[src/rtl/traffic_phase_ctrl.sv]
// Two-road intersection phase sequencer with pedestrian and emergency arbitration.
// Lights, walk lamp and status are decoded from registered state only.
module traffic_phase_ctrl #(
    parameter int GREEN_CYC  = 8,
    parameter int YELLOW_CYC = 3,
    parameter int ALLRED_CYC = 2,
    parameter int WALK_CYC   = 6,
    parameter int CNT_W      = 8
) (
    input  logic             clk,
    input  logic             rst,
    input  logic             ped_req,
    input  logic             emerg,
    output logic [2:0]       ns_light,
    output logic [2:0]       ew_light,
    output logic             walk,
    output logic             ped_ack,
    output logic [2:0]       state,
    output logic [CNT_W-1:0] timer
);

    typedef enum logic [2:0] {
        ST_ALLRED    = 3'd0,
        ST_NS_GREEN  = 3'd1,
        ST_NS_YELLOW = 3'd2,
        ST_EW_GREEN  = 3'd3,
        ST_EW_YELLOW = 3'd4,
        ST_WALK      = 3'd5,
        ST_EMERG     = 3'd6,
        ST_ILLEGAL   = 3'd7
    } phase_t;

    localparam logic [2:0] LIGHT_RED    = 3'b100;
    localparam logic [2:0] LIGHT_YELLOW = 3'b010;
    localparam logic [2:0] LIGHT_GREEN  = 3'b001;

    phase_t           cur, nxt;
    logic [CNT_W-1:0] timer_q, timer_nx;
    logic             next_dir, next_dir_nx;   // 0: NS goes next, 1: EW goes next
    logic             ped_pend, ped_pend_nx;
    logic             ack_nx;
    logic             expire, entering;

    // Timer reload value (duration minus one) for the phase being entered.
    function automatic logic [CNT_W-1:0] load_val(input phase_t p);
        logic [CNT_W-1:0] v;
        case (p)
            ST_NS_GREEN, ST_EW_GREEN:   v = CNT_W'(GREEN_CYC - 1);
            ST_NS_YELLOW, ST_EW_YELLOW: v = CNT_W'(YELLOW_CYC - 1);
            ST_WALK:                    v = CNT_W'(WALK_CYC - 1);
            ST_EMERG:                   v = '0;
            default:                    v = CNT_W'(ALLRED_CYC - 1);
        endcase
        return v;
    endfunction

    // Next phase: timed exits, with emergency cutting short greens and walk.
    always_comb begin
        nxt    = cur;
        expire = (timer_q == '0);
        case (cur)
            ST_ALLRED: begin
                if (expire) begin
                    if (emerg)         nxt = ST_EMERG;
                    else if (ped_pend) nxt = ST_WALK;
                    else if (next_dir) nxt = ST_EW_GREEN;
                    else               nxt = ST_NS_GREEN;
                end
            end
            ST_NS_GREEN:  if (emerg || expire) nxt = ST_NS_YELLOW;
            ST_EW_GREEN:  if (emerg || expire) nxt = ST_EW_YELLOW;
            ST_NS_YELLOW: if (expire)          nxt = ST_ALLRED;
            ST_EW_YELLOW: if (expire)          nxt = ST_ALLRED;
            ST_WALK:      if (emerg || expire) nxt = ST_ALLRED;
            ST_EMERG:     if (!emerg)          nxt = ST_ALLRED;
            default:                           nxt = ST_ALLRED;
        endcase
    end

    // Side effects of the chosen transition: timer reload, road alternation, pedestrian latch.
    always_comb begin
        entering    = (nxt != cur);
        timer_nx    = timer_q;
        next_dir_nx = next_dir;
        ped_pend_nx = ped_pend;
        ack_nx      = 1'b0;
        if (entering)
            timer_nx = load_val(nxt);
        else if (cur == ST_EMERG)
            timer_nx = '0;
        else
            timer_nx = timer_q - CNT_W'(1);
        if (entering && (nxt == ST_NS_YELLOW || nxt == ST_EW_YELLOW))
            next_dir_nx = ~next_dir;
        if (entering && nxt == ST_WALK) begin
            ped_pend_nx = 1'b0;
            ack_nx      = 1'b1;
        end else if (ped_req && cur != ST_WALK) begin
            ped_pend_nx = 1'b1;
        end
    end

    // Phase, timer and arbitration registers with asynchronous reset.
    always_ff @(posedge clk or posedge rst) begin
        if (rst) begin
            cur      <= ST_ALLRED;
            timer_q  <= CNT_W'(ALLRED_CYC - 1);
            next_dir <= 1'b0;
            ped_pend <= 1'b0;
            ped_ack  <= 1'b0;
        end else begin
            cur      <= nxt;
            timer_q  <= timer_nx;
            next_dir <= next_dir_nx;
            ped_pend <= ped_pend_nx;
            ped_ack  <= ack_nx;
        end
    end

    // Head and lamp decode from the registered phase.
    always_comb begin
        ns_light = LIGHT_RED;
        ew_light = LIGHT_RED;
        walk     = 1'b0;
        case (cur)
            ST_NS_GREEN:  ns_light = LIGHT_GREEN;
            ST_NS_YELLOW: ns_light = LIGHT_YELLOW;
            ST_EW_GREEN:  ew_light = LIGHT_GREEN;
            ST_EW_YELLOW: ew_light = LIGHT_YELLOW;
            ST_WALK:      walk     = 1'b1;
            default:      ;
        endcase
    end

    assign state = cur;
    assign timer = timer_q;

endmodule

[config.mk]
export PLATFORM = sky130hd
export DESIGN_NAME = traffic_phase_ctrl
export DESIGN_NICKNAME = d
export VERILOG_FILES = /design/src/rtl/traffic_phase_ctrl.sv
export SDC_FILE = /design/constraint.sdc
export NUM_CORES = 1
export LEC_CHECK = 0
export CAP_MARGIN = 20
export CORE_UTILIZATION = 51
export DETAILED_ROUTE_END_ITERATION = 7
export PLACE_DENSITY = 0.88
export SLEW_MARGIN = 40
export SYNTH_ARGS = -nofsm -noshare
export SYNTH_HDL_FRONTEND = slang
export SYNTH_SLANG_ARGS = --single-unit
[constraint.sdc]
create_clock -name clk -period 4.46 [get_ports clk]
set_clock_uncertainty 0.2 [all_clocks]
set_input_delay 0.892 -clock clk [delete_from_list [all_inputs] [get_ports clk]]
set_output_delay 0.892 -clock clk [all_outputs]
set_load 0.01 [all_outputs]
# [Yosys cells after proc, flatten, opt, wreduce, memory -nomap -nowiden]
# Index checks and enable logic that the tools add are counted.
[word_totals] ff_bits=14 in_bits=4 output_inout_bits=19
[op_classes] addsub=1 n_eq_ne=14 mux=19 bitwise=1 n_reduce_logical=11
[op_table] op="$mux 3" count=8
[op_table] op="$eq 3x3->1 const B" count=6
[op_table] op="$pmux 3 s6" count=1
[op_table] op="$mux 8" count=2
[op_table] op="$eq 3x2->1 const B" count=4
[op_table] op="$pmux 3 s2" count=2
[op_table] op="$pmux 3 s4" count=1
[op_table] op="$logic_not 8->1" count=1
[op_table] op="$sub 8x1->8 const B" count=1
[op_table] op="$eq 3x1->1 const B" count=2
[op_table] op="$reduce_or 2->1" count=3
[op_table] op="$mux 1" count=4
[op_table] op="$logic_and 1x1->1" count=3
[op_table] op="$logic_not 3->1" count=1
[op_table] op="$ne 3x3->1" count=1
[op_table] op="$ne 3x3->1 const B" count=1
[op_table] op="$logic_or 1x1->1" count=2
[op_table] op="$mux 2" count=1
[op_table] op="$reduce_bool 2->1" count=1
[op_table] op="$not 1->1" count=1

# [Logic depth before layout (Yosys ltp)]
[depth] depth_word=9 depth_mapped=9 mapped_depth_nobuf=8

# [Worst setup path after synthesis]
# OpenSTA, ideal clock, no wires.
[synth_path] path_type="flip-flop to flip-flop" from="register timer_q[1] (netlist: timer[1])" to="register next_dir" setup_time_ns=0.128 t_arrival_ns=2.153 required_ns=4.132 path_slack_ns=1.979 path_stages_with_launch=10 path_cell_list="dfrtp_1 -> inv_1 -> ha_1 -> or4b_1 -> buf_2 -> or2_4 -> o311ai_4 -> and3_2 -> nor3_2 -> xor2_1"
[synth_via] elab_chain_len=7 word_cells_on_any_way=13 cone_classes="eq/ne (3); mux (6); reduce/logical (4)"
[synth_lines] item="start: declaration" line="38" source="logic [CNT_W-1:0] timer_q, timer_nx;"
[synth_lines] item="start signal: assignment" line="107" source="timer_q <= CNT_W'(ALLRED_CYC - 1);"
[synth_lines] item="start signal: assignment" line="113" source="timer_q <= timer_nx;"
[synth_lines] item="$logic_not 8->1 (*)" line="60" source="expire = (timer_q == '0);"
[synth_lines] item="$logic_or 1x1->1" line="70, 71, 74"
[synth_lines] item="$mux 3, on equally long branches" line="74, 70, 71"
[synth_lines] item="$pmux 3 s6 (*)" line="61" source="case (cur)"
[synth_lines] item="named net nxt[2]" line="37" source="phase_t cur, nxt;"
[synth_lines] item="$eq 3x2->1 or $eq 3x3->1 (tied branches)" line="93" source="if (entering && (nxt == ST_NS_YELLOW || nxt == ST_EW_YELLOW))"
[synth_lines] item="$logic_or 1x1->1" line="93"
[synth_lines] item="$logic_and 1x1->1 (*)" line="93"
[synth_lines] item="end signal: assignment" line="114" source="next_dir <= next_dir_nx;"
[synth_lines] item="end: declaration" line="39" source="logic next_dir, next_dir_nx;"
# Mark *: on every way through the listed nets, which the timed path passes. The rest lies on a longest branch.
# A chain may end at the register's enable or synchronous reset.

# [Worst setup path after layout]
[layout_path] from="register cur[2] (netlist: state[2])" to="output ns_light[2]"
[layout_via] elab_chain_len=2 word_cells_on_any_way=3 cone_classes="eq/ne (2); mux (1)"
[layout_lines] item="start: declaration" line="37"
[layout_lines] item="start signal: assignment" line="112" source="cur <= nxt;"
[layout_lines] item="$eq 3x2->1 or $eq 3x1->1 (tied branches)" line="125" source="case (cur)"
[layout_lines] item="$pmux 3 s2 (*)" line="125"
[layout_lines] item="end: declaration" line="14" source="output logic [2:0] ns_light,"
# Mark *: on every way between the ends. The rest lies on a longest branch, timed or not.

==> flow_summary.json <==
{
  "row_count": 14,
  "min_path_type": "register to register",
  "p_int_mw": 0.3968,
  "cts_resized": 0,
  "p_per_area_mw_per_mm2": 583.0,
  "postSynth.asyncResetShare_pct": 100.0,
  "relSlewSlack_pct": 65.08,
  "routed_wl_mm": 2.090,
  "grt_util_met2_pct": 33.43,
  "clock_latency_ps": 290,
  "seq_area_um2": 351.6,
  "cts_hold_buf": 0,
  "cp.arrival_ps": 1970,
  "p_switching_mw": 0.2605,
  "p_clk_share_pct": 14.7,
  "ioPinCount": 23,
  "criticalPathCategory": "register to output port",
  "finalCriticalPeriod_ps": 3061,
  "synth_area_per_cell_um2": 8.648,
  "p_sw_share_pct": 39.63,
  "drt-vias-per-instance": 5.957,
  "fmax_ghz": 0.3267,
  "mostFrequentLayoutCell": "clkdlybuf4s50_1",
  "synth_cell_type_count": 36,
  "synth_edf_count": 0,
  "crit_path_top_delay_cell": "dfrtp_1",
  "max-vdd-ir-drop_mv": 0.2977,
  "fin_setup_tns_ps": 0,
  "synth.net_count": 107,
  "cellLeakagePower_nw": 0.4709,
  "drive_gt1_share_pct": 9.677,
  "rsz0062_at_grt": "false",
  "yosys_warnings": 0,
  "final_hold_viol_count": 0,
  "first_iter_violations": 38,
  "status": "finished with violations",
  "die_w_um": 43.59,
  "post-cts-setup-buffers": 0,
  "vias": 834,
  "tightest_slew_ps": 523.2,
  "crit_fanout": 14,
  "crit_chain": "nand2b_1 > nor2_1 > nor2_1 > clkdlybuf4s50_1",
  "cp_common_cell": "nor2_1",
  "setup_violations": 0,
  "root_buffer": "clkbuf_4",
  "setup_slack_ps": 1399,
  "nets": 130,
  "final_cell_mix": "22 x clkdlybuf4s50_1, 17 x nor2_1, 13 x dfrtp_1",
  "firstDrtPassIters": 6,
  "synthCells": 102,
  "fin_crit_sh_pct": 68.63,
  "drc_errors": 2,
  "netlist_area_um2": 882.1,
  "reg2reg_slack_ps": 1800,
  "die_area_mm2": 0.001900,
  "cts_buffers": 3,
  "finalMaxSlewViolations": 0,
  "grt_pass1_vias": 689,
  "cap_violations": 0,
  "violations": "DRC",
  "final_antenna_net_count": 0,
  "die_h_um": 43.59,
  "n_antenna_cell": 0,
  "synth_seq_area_share_pct": 39.86,
  "grt_antenna_before_repair": 0,
  "endpoint_kind": "output port",
  "multi_input_area_um2": 476.7,
  "grt_pass1_wl_mm": 3.263,
  "ctsLongestPathBuffers": 2,
  "place.gp.congestion": 0.8707,
  "busiest_layer": "met1",
  "grt.total_usage_pct": 23.51,
  "coreArea_mm2": 0.001559,
  "overflow": 0,
  "synth_seq_cells": 14,
  "critical_path_required_ps": 3370,
  "htreeDepth": 1,
  "clkSinkCount": 14,
  "grt_max_degree": 15,
  "dp_slack_ps": 1495,
  "hpwl_mm": 1.527,
  "crit_path_start_kind": "register",
  "grt_use_met3_pct": 3.750,
  "crit_path_max_incr_delay_ps": 670,
  "combPwrFrac_pct": 48.9,
  "use_met1_pct": 35.29,
  "fillers": 115,
  "clk_pin_slew_ps": 100,
  "syn2layout_area_growth_pct": 27.80,
  "initial_core_util_pct": 56.58,
  "cts_tree": "built",
  "ys.flop_type": "dfrtp_1",
  "wire_per_inst_um": 14.93,
  "portBuffers": 22,
  "seqPwrFrac_pct": 36.4
}
-- final timing paths --
check / start / end / cells after the start
worst max-delay path: state[2]$_DFF_PP0_ / ns_light[2] / 4
worst min-delay path: next_dir$_DFFE_PP0P_ / next_dir$_DFFE_PP0P_ / 1
worst max register to register: timer[1]$_DFF_PP0_ / next_dir$_DFFE_PP0P_ / 8
worst min register to register: next_dir$_DFFE_PP0P_ / next_dir$_DFFE_PP0P_ / 1
max in group asynchronous: rst / timer[0]$_DFF_PP1_ / 2
min in group asynchronous: rst / state[2]$_DFF_PP0_ / 2
-- sequential cells by signal, summed over array words and instances, names as in the netlist --
name,count
next_dir,1
ped_ack,1
ped_pend,1
state,3
timer,8
-- metal layers --
metal / vias up / share of wire (%) / wire, um
li1: 398 / - / -
met1: 409 / 47 / 986
met2: 23 / 48 / 1002
met3: 4 / 3.7 / 78
met4: 0 / 1.1 / 23
met5: - / 0 / 0
-- power groups by stage --
stage / combinational [mW] / clock [mW] / sequential, mW
floorplan: 0.196 / 0 / 0.237
global placement: 0.310 / 0 / 0.238
detailed placement: 0.320 / 0 / 0.241
CTS: 0.322 / 0.0949 / 0.238
global route: 0.350 / 0.103 / 0.250
finish: 0.321 / 0.0966 / 0.239
-- synthesized netlist by cell type, types with 2 or more instances --
master / n / area share [%]
nor2_1: 17 / 7.2
dfrtp_1: 13 / 37
a21oi_1: 9 / 5.1
nand2_1: 9 / 3.8
inv_1: 6 / 2.6
o21ai_0: 4 / 2.3
xnor2_1: 4 / 4.0
nand2b_1: 3 / 2.1
nand3_1: 3 / 1.7
a21o_1: 2 / 1.7
and2_1: 2 / 1.4
buf_6: 2 / 2.6
nor3_1: 2 / 1.1
nor4_1: 2 / 1.4
o31ai_1: 2 / 1.7
xor2_1: 2 / 2.0
-- cell families (layout without fill, tap and decap cells) --
logic type	after synthesis	in the layout	synth area share, %
buffers and inverters	10	32	6.098
AND/OR/NAND/NOR	47	47	26.67
XOR/XNOR	6	6	5.957
AO/OA/AOI/OAI	24	24	20.00
adder cells (fa/ha/maj)	1	1	1.418
flip-flops	14	14	39.86
-- through the flow --
stage | hold slack [ps] | util, % | std cells | instance area, um2 | power, mW
after floorplan | 242.7 | - | 102 | 882.1 | 0.4321
after global placement | 268.4 | 69.98 | 136 | 1091 | 0.5480
after detailed placement | 295.9 | 69.98 | 136 | 1091 | 0.5612
after CTS | 310.3 | 72.31 | 140 | 1127 | 0.6557
after global routing | 340.2 | 72.31 | 140 | 1127 | 0.7029
final | 305.1 | 72.31 | 140 | 1127 | 0.6573
-- worst max-delay path, delay by kind of cell (launching register included) --
family                 cells  cell delay [ps]
DFF                        1              670
and+or+nand+nor            3              440
buffers and inverters      1              580
-- area by class of cell --
cell class / instances / share of cell area (%)
Sequential cell: 14 / 31.19
Clock buffer: 4 / 3.219
Inverter: 6 / 1.998
Tap cell: 16 / 1.776
Timing Repair Buffer: 22 / 19.53
Multi-Input combinational cell: 78 / 42.29
(Power assumes the default switching activity.)
